--- config.mk ---
export PLATFORM = sky130hd
export DESIGN_NAME = image_mode_sched
export DESIGN_NICKNAME = d
export VERILOG_FILES = /design/src/rtl/image_mode_sched.sv
export SDC_FILE = /design/constraint.sdc
export NUM_CORES = 1
export LEC_CHECK = 0
export ABC_AREA = 0
export CELL_PAD_IN_SITES_DETAIL_PLACEMENT = 1
export CELL_PAD_IN_SITES_GLOBAL_PLACEMENT = 2
export CORE_AREA = 2 2 109 111
export DETAILED_ROUTE_END_ITERATION = 8
export DIE_AREA = 0 0 111 113
export PLACE_DENSITY_LB_ADDON = 0.1
export SYNTH_ARGS = -nofsm -noshare
export SYNTH_HDL_FRONTEND = slang
export SYNTH_SLANG_ARGS = --single-unit
--- constraint.sdc ---
create_clock -name clock -period 3.4 [get_ports clock]
set_input_delay 0.85 -clock clock [delete_from_list [all_inputs] [get_ports clock]]
set_output_delay 0.85 -clock clock [all_outputs]
set_load 0.05 [all_outputs]
--- src/rtl/image_mode_sched.sv ---
// Frame-synchronous image_mode scheduler: arbitrates host/button mode requests,
// commits the winner on a vs rising edge, and measures input frame geometry.
module image_mode_sched #(
  parameter logic [7:0]  DEFAULT_MODE = 8'h00,
  parameter int unsigned HOLD_FRAMES  = 2,
  parameter int unsigned CNT_W        = 12
) (
  input  logic             clock,
  input  logic             reset_n,
  input  logic             vs_i,
  input  logic             de_i,
  input  logic             req_a_i,
  input  logic [7:0]       mode_a_i,
  output logic             ack_a_o,
  input  logic             req_b_i,
  input  logic [7:0]       mode_b_i,
  output logic             ack_b_o,
  output logic [7:0]       image_mode_o,
  output logic             busy_o,
  output logic [CNT_W-1:0] width_o,
  output logic [CNT_W-1:0] height_o,
  output logic             geom_valid_o
);

  localparam int unsigned HOLD_W = 4;
  localparam logic [CNT_W-1:0]  CNT_MAX   = {CNT_W{1'b1}};
  localparam logic [HOLD_W-1:0] HOLD_LAST =
    HOLD_W'((HOLD_FRAMES == 0) ? 0 : HOLD_FRAMES - 1);

  typedef enum logic [1:0] {
    IDLE = 2'd0,
    PEND = 2'd1,
    HOLD = 2'd2
  } state_t;

  state_t            state;
  logic              vs_d;
  logic              de_d;
  logic              ack_a_d;
  logic              ack_b_d;
  logic              rr_b;
  logic              sel_b;
  logic [7:0]        mode_lat;
  logic [HOLD_W-1:0] hold_cnt;
  logic [CNT_W-1:0]  pix_cnt;
  logic [CNT_W-1:0]  line_cnt;
  logic [CNT_W-1:0]  line_w;
  logic              fs_seen;

  logic fs;
  logic le;
  logic req_a_ok;
  logic req_b_ok;
  logic grant_b;

  assign fs = vs_i & ~vs_d;
  assign le = de_d & ~de_i;

  // A requester is blind while its ack is out and for one cycle after.
  assign req_a_ok = req_a_i & ~(ack_a_o | ack_a_d);
  assign req_b_ok = req_b_i & ~(ack_b_o | ack_b_d);

  always_comb begin
    grant_b = req_b_ok;
    if (req_a_ok && req_b_ok) begin
      grant_b = rr_b;
    end
  end

  always_ff @(posedge clock or negedge reset_n) begin
    if (!reset_n) begin
      vs_d    <= 1'b0;
      de_d    <= 1'b0;
      ack_a_d <= 1'b0;
      ack_b_d <= 1'b0;
    end else begin
      vs_d    <= vs_i;
      de_d    <= de_i;
      ack_a_d <= ack_a_o;
      ack_b_d <= ack_b_o;
    end
  end

  // Arbitration / commit / hold-off sequencing.
  always_ff @(posedge clock or negedge reset_n) begin
    if (!reset_n) begin
      state        <= IDLE;
      rr_b         <= 1'b0;
      sel_b        <= 1'b0;
      mode_lat     <= DEFAULT_MODE;
      hold_cnt     <= '0;
      image_mode_o <= DEFAULT_MODE;
      ack_a_o      <= 1'b0;
      ack_b_o      <= 1'b0;
      busy_o       <= 1'b0;
    end else begin
      ack_a_o <= 1'b0;
      ack_b_o <= 1'b0;
      case (state)
        IDLE: begin
          if (req_a_ok || req_b_ok) begin
            sel_b    <= grant_b;
            mode_lat <= grant_b ? mode_b_i : mode_a_i;
            if (req_a_ok && req_b_ok) begin
              rr_b <= ~rr_b;
            end
            state  <= PEND;
            busy_o <= 1'b1;
          end
        end
        PEND: begin
          if (fs) begin
            image_mode_o <= mode_lat;
            ack_a_o      <= ~sel_b;
            ack_b_o      <= sel_b;
            hold_cnt     <= '0;
            if (HOLD_FRAMES == 0) begin
              state  <= IDLE;
              busy_o <= 1'b0;
            end else begin
              state <= HOLD;
            end
          end
        end
        HOLD: begin
          // The commit frame start is not counted; only later ones are.
          if (fs) begin
            if (hold_cnt == HOLD_LAST) begin
              state  <= IDLE;
              busy_o <= 1'b0;
            end else begin
              hold_cnt <= hold_cnt + HOLD_W'(1);
            end
          end
        end
        default: begin
          state  <= IDLE;
          busy_o <= 1'b0;
        end
      endcase
    end
  end

  // Frame geometry: saturating pixel/line counters reported at frame start.
  always_ff @(posedge clock or negedge reset_n) begin
    if (!reset_n) begin
      pix_cnt      <= '0;
      line_cnt     <= '0;
      line_w       <= '0;
      fs_seen      <= 1'b0;
      width_o      <= '0;
      height_o     <= '0;
      geom_valid_o <= 1'b0;
    end else begin
      if (le) begin
        line_w  <= pix_cnt;
        pix_cnt <= '0;
      end else if (de_i && (pix_cnt != CNT_MAX)) begin
        pix_cnt <= pix_cnt + CNT_W'(1);
      end

      if (fs) begin
        width_o  <= line_w;
        height_o <= line_cnt;
        line_cnt <= '0;
        fs_seen  <= 1'b1;
        if (fs_seen) begin
          geom_valid_o <= 1'b1;
        end
      end else if (le && (line_cnt != CNT_MAX)) begin
        line_cnt <= line_cnt + CNT_W'(1);
      end
    end
  end

endmodule

==> summary.txt <==
Clock tree
  – Post-CTS Resized: 0
  – Post-CTS Setup Bufs: 0
  – Sink Count: 93
  – Clock Pin Slew Worst Setup and Hold Paths: 0.06 ns
  – Max Buffers Root-to-Sink: 2
  – CTS Buf Count: 9
  – CTS H-tree lvls: 3
  – Post-CTS Hold Buffers: 0
  – Clk Latency, worst-skew pair: 0.34 ns
  – CTS root buf: clkbuf_16
  – CTS tree: done

Layout
  – Fill cells: 1290
  – Number of cells in the finished layout apart from fillers: 612
  – Layout Utilization: 45.6%
  – Ant. Diodes: 0
  – Area delta synth->final: 25.2%
  – Final Net Count: 491
  – Layout cell share with drive strength beyond 1: 8.32%

Synthesis
  – Sequential element share of the synthesized area: 56.7%
  – Netlist cell types: 53
  – Syn Nets: 435
  – Most frequent cells after synthesis: nand2_1, dfrtp_1, o21ai_0
  – Synth Cell Area: 0.00411 mm²
  – Synth async-reset ratio: 100%
  – Ys Warns: 0
  – EDFF count, synth: 0
  – Gate Count Post-Synth: 409
  – Synth Register Bits: 93
  – Mean Syn Cell Area: 10.0 µm²
  – Leading area contributor after synthesis: dfrtp_1
  – Cell with the most instances after synthesis: nand2_1
  – Area share of the largest cell type after synthesis: 56.7%
  – Ys flop type: dfrtp_1
  – Area contributors post-synth: dfrtp_1, nand2_1, mux2i_1

Worst setup path
  – Slowest CP cell: clkdlybuf4s50_1
  – CP Cell Sequence: clkdlybuf4s50_1
  – CP delay by family, top: buffers and inverters
  – Worst setup SP type: flip-flop
  – CP arrival: 1.58 ns
  – Req. time, crit path: 2.55 ns
  – Setup CP Type: flip-flop to output pin
  – Crit path capture type: output pin
  – Worst path bufs/invs: 1
  – Crit-path max FO: 2
  – Critical path's largest stage delay: 0.83 ns

Timing
  – Max frequency: 411 MHz
  – Unrepaired setup endpoints after global routing: no
  – Crit share post-route: 71.5%
  – TNS Setup: 0 ns
  – Final Hold Viols: 0
  – Max Clock Skew: 0.00554 ns
  – Fin crit period: 2.43 ns
  – Measured slew at the worst slew-check pin: 0.984 ns
  – Setup violators final: 0
  – Final Max Tran Viols: 0
  – Slew HR: 33.9%

Routing
  – Total routed wirelength: 9770 µm
  – # DRC: 0
  – Drt initial violations: 94
  – Initial DRT Pass Iterations: 4
  – Vias per cell: 5.16
  – DR WL/cell: 16.0 µm
  – Vias: 3155
  – Final ANT Viol Nets: 0

Die
  – Die span in x: 111 µm
  – Die Y: 113 µm
  – Row cnt: 39
  – Initial core utilization: 36.4%
  – Core Area: 0.0113 mm²
  – IO Pins: 58
  – Die area: 0.0125 mm²

Hold path
  – Min-Delay Path Class: flip-flop to flip-flop

Power
  – VDD IR max: 0.371 mV
  – Power Density: 646 mW/mm²
  – Leak: 2.37 nW

Place
  – DPL Wire Length: 6610 µm
  – Inst Count DP: 597
  – Number of port buffers: 57
  – Placer Congestion: 0.746

Outcome
  – Outcome: finished clean

GRT
  – Vias in the first global route: 3302
  – Initial antenna violation count: 0
  – Largest net degree at the start of global routing: 64
  – GR Util All Layers: 16.7%
  – Remaining global-route overflow: 0
  – First-pass GRT wire length: 16700 µm

Run
  – Maxcap violations: 0
==> per-stage QoR <==
stage	area [µm²]	hold WS [ns]	worst slack (ns)	power [mW]
5_1_grt	5140	0.432	0.853	3.52
3_5_place_dp	4840	0.399	0.630	2.33
2_1_floorplan	4110	0.419	1.32	2.02
4_1_cts	5140	0.413	0.953	3.38
3_3_place_gp	4840	0.389	0.674	2.30
6_report	5140	0.412	0.970	3.32
==> layer usage <==
layer,track usage (%),vias to the layer above,wire [µm]
met4,7.00,0,179
met2,25.9,59,4530
met1,22.4,1557,4690
met5,0,-,0
li1,-,1527,-
met3,4.34,12,370
==> logic make-up (layout without fill, tap and decap cells) <==
group | count (synthesis) | in the layout | synth area share [%]
and+or+nand+nor | 189 | 189 | 21.4
DFF | 93 | 93 | 56.7
AOI/OAI and AO/OA | 72 | 72 | 12.0
buffers and inverters | 26 | 86 | 2.50
muxes | 20 | 20 | 5.15
xor gates and xnor gates | 5 | 5 | 1.07
adders and majority gates | 4 | 4 | 1.22
==> state kept, by name, indices dropped and copies added, names as in the netlist, 2 cells and up <==
name          flops
hold_cnt          4
mode_lat          8
width_o          12
state             2
image_mode_o      8
line_cnt         12
line_w           12
height_o         12
pix_cnt          12
==> layout by cell type, fill, tap and decap left out, types with 3 or more instances in the layout <==
cell type	n
a21oi_1	15
o31ai_1	5
o21ai_0	21
buf_4	6
or3_1	3
o21a_1	4
dfrtp_1	93
nor3_1	5
o211ai_1	4
clkbuf_16	9
mux2i_1	11
nand2b_1	4
clkdlybuf4s50_1	56
nand3_1	12
or4_1	6
ha_1	4
nand4_1	3
xnor2_1	3
nor2_1	14
mux2_2	9
inv_1	8
nand2_1	124
o21ai_1	4
==> power breakdown <==
part / switching [mW] / internal (mW)
logic: 0.527 / 0.320
clock network: 0.421 / 0.606
registers: 0.151 / 1.30
==> final timing paths <==
| check | start | end | slack (ns) | depth (start not counted) |
|---|---|---|---|---|
| worst max-delay path | width_o[0] | width_o[0] | 0.97 | 1 |
| worst min-delay path | ack_b_o | ack_b_d | 0.41 | 0 |
| worst max register to register | pix_cnt[0] | pix_cnt[4] | 1.26 | 5 |
| worst min register to register | ack_b_o | ack_b_d | 0.41 | 0 |
| max in group asynchronous | reset_n | width_o[4] | 2.28 | 2 |
| min in group asynchronous | reset_n | state[0] | 0.44 | 1 |
==> area by class of cell <==
class | instances | area (µm²) | share of cell area, %
Sequential cell | 93 | 2330 | 45.2
Multi-Input combinational cell | 290 | 1680 | 32.7
Timing Repair Buffer | 63 | 626 | 12.2
Clock buffer | 12 | 256 | 4.99
Tap cell | 143 | 179 | 3.48
Clock inverter | 3 | 45.0 | 0.876
Inverter | 8 | 30.0 | 0.584
No activity file was read; power rests on OpenSTA's default activity.
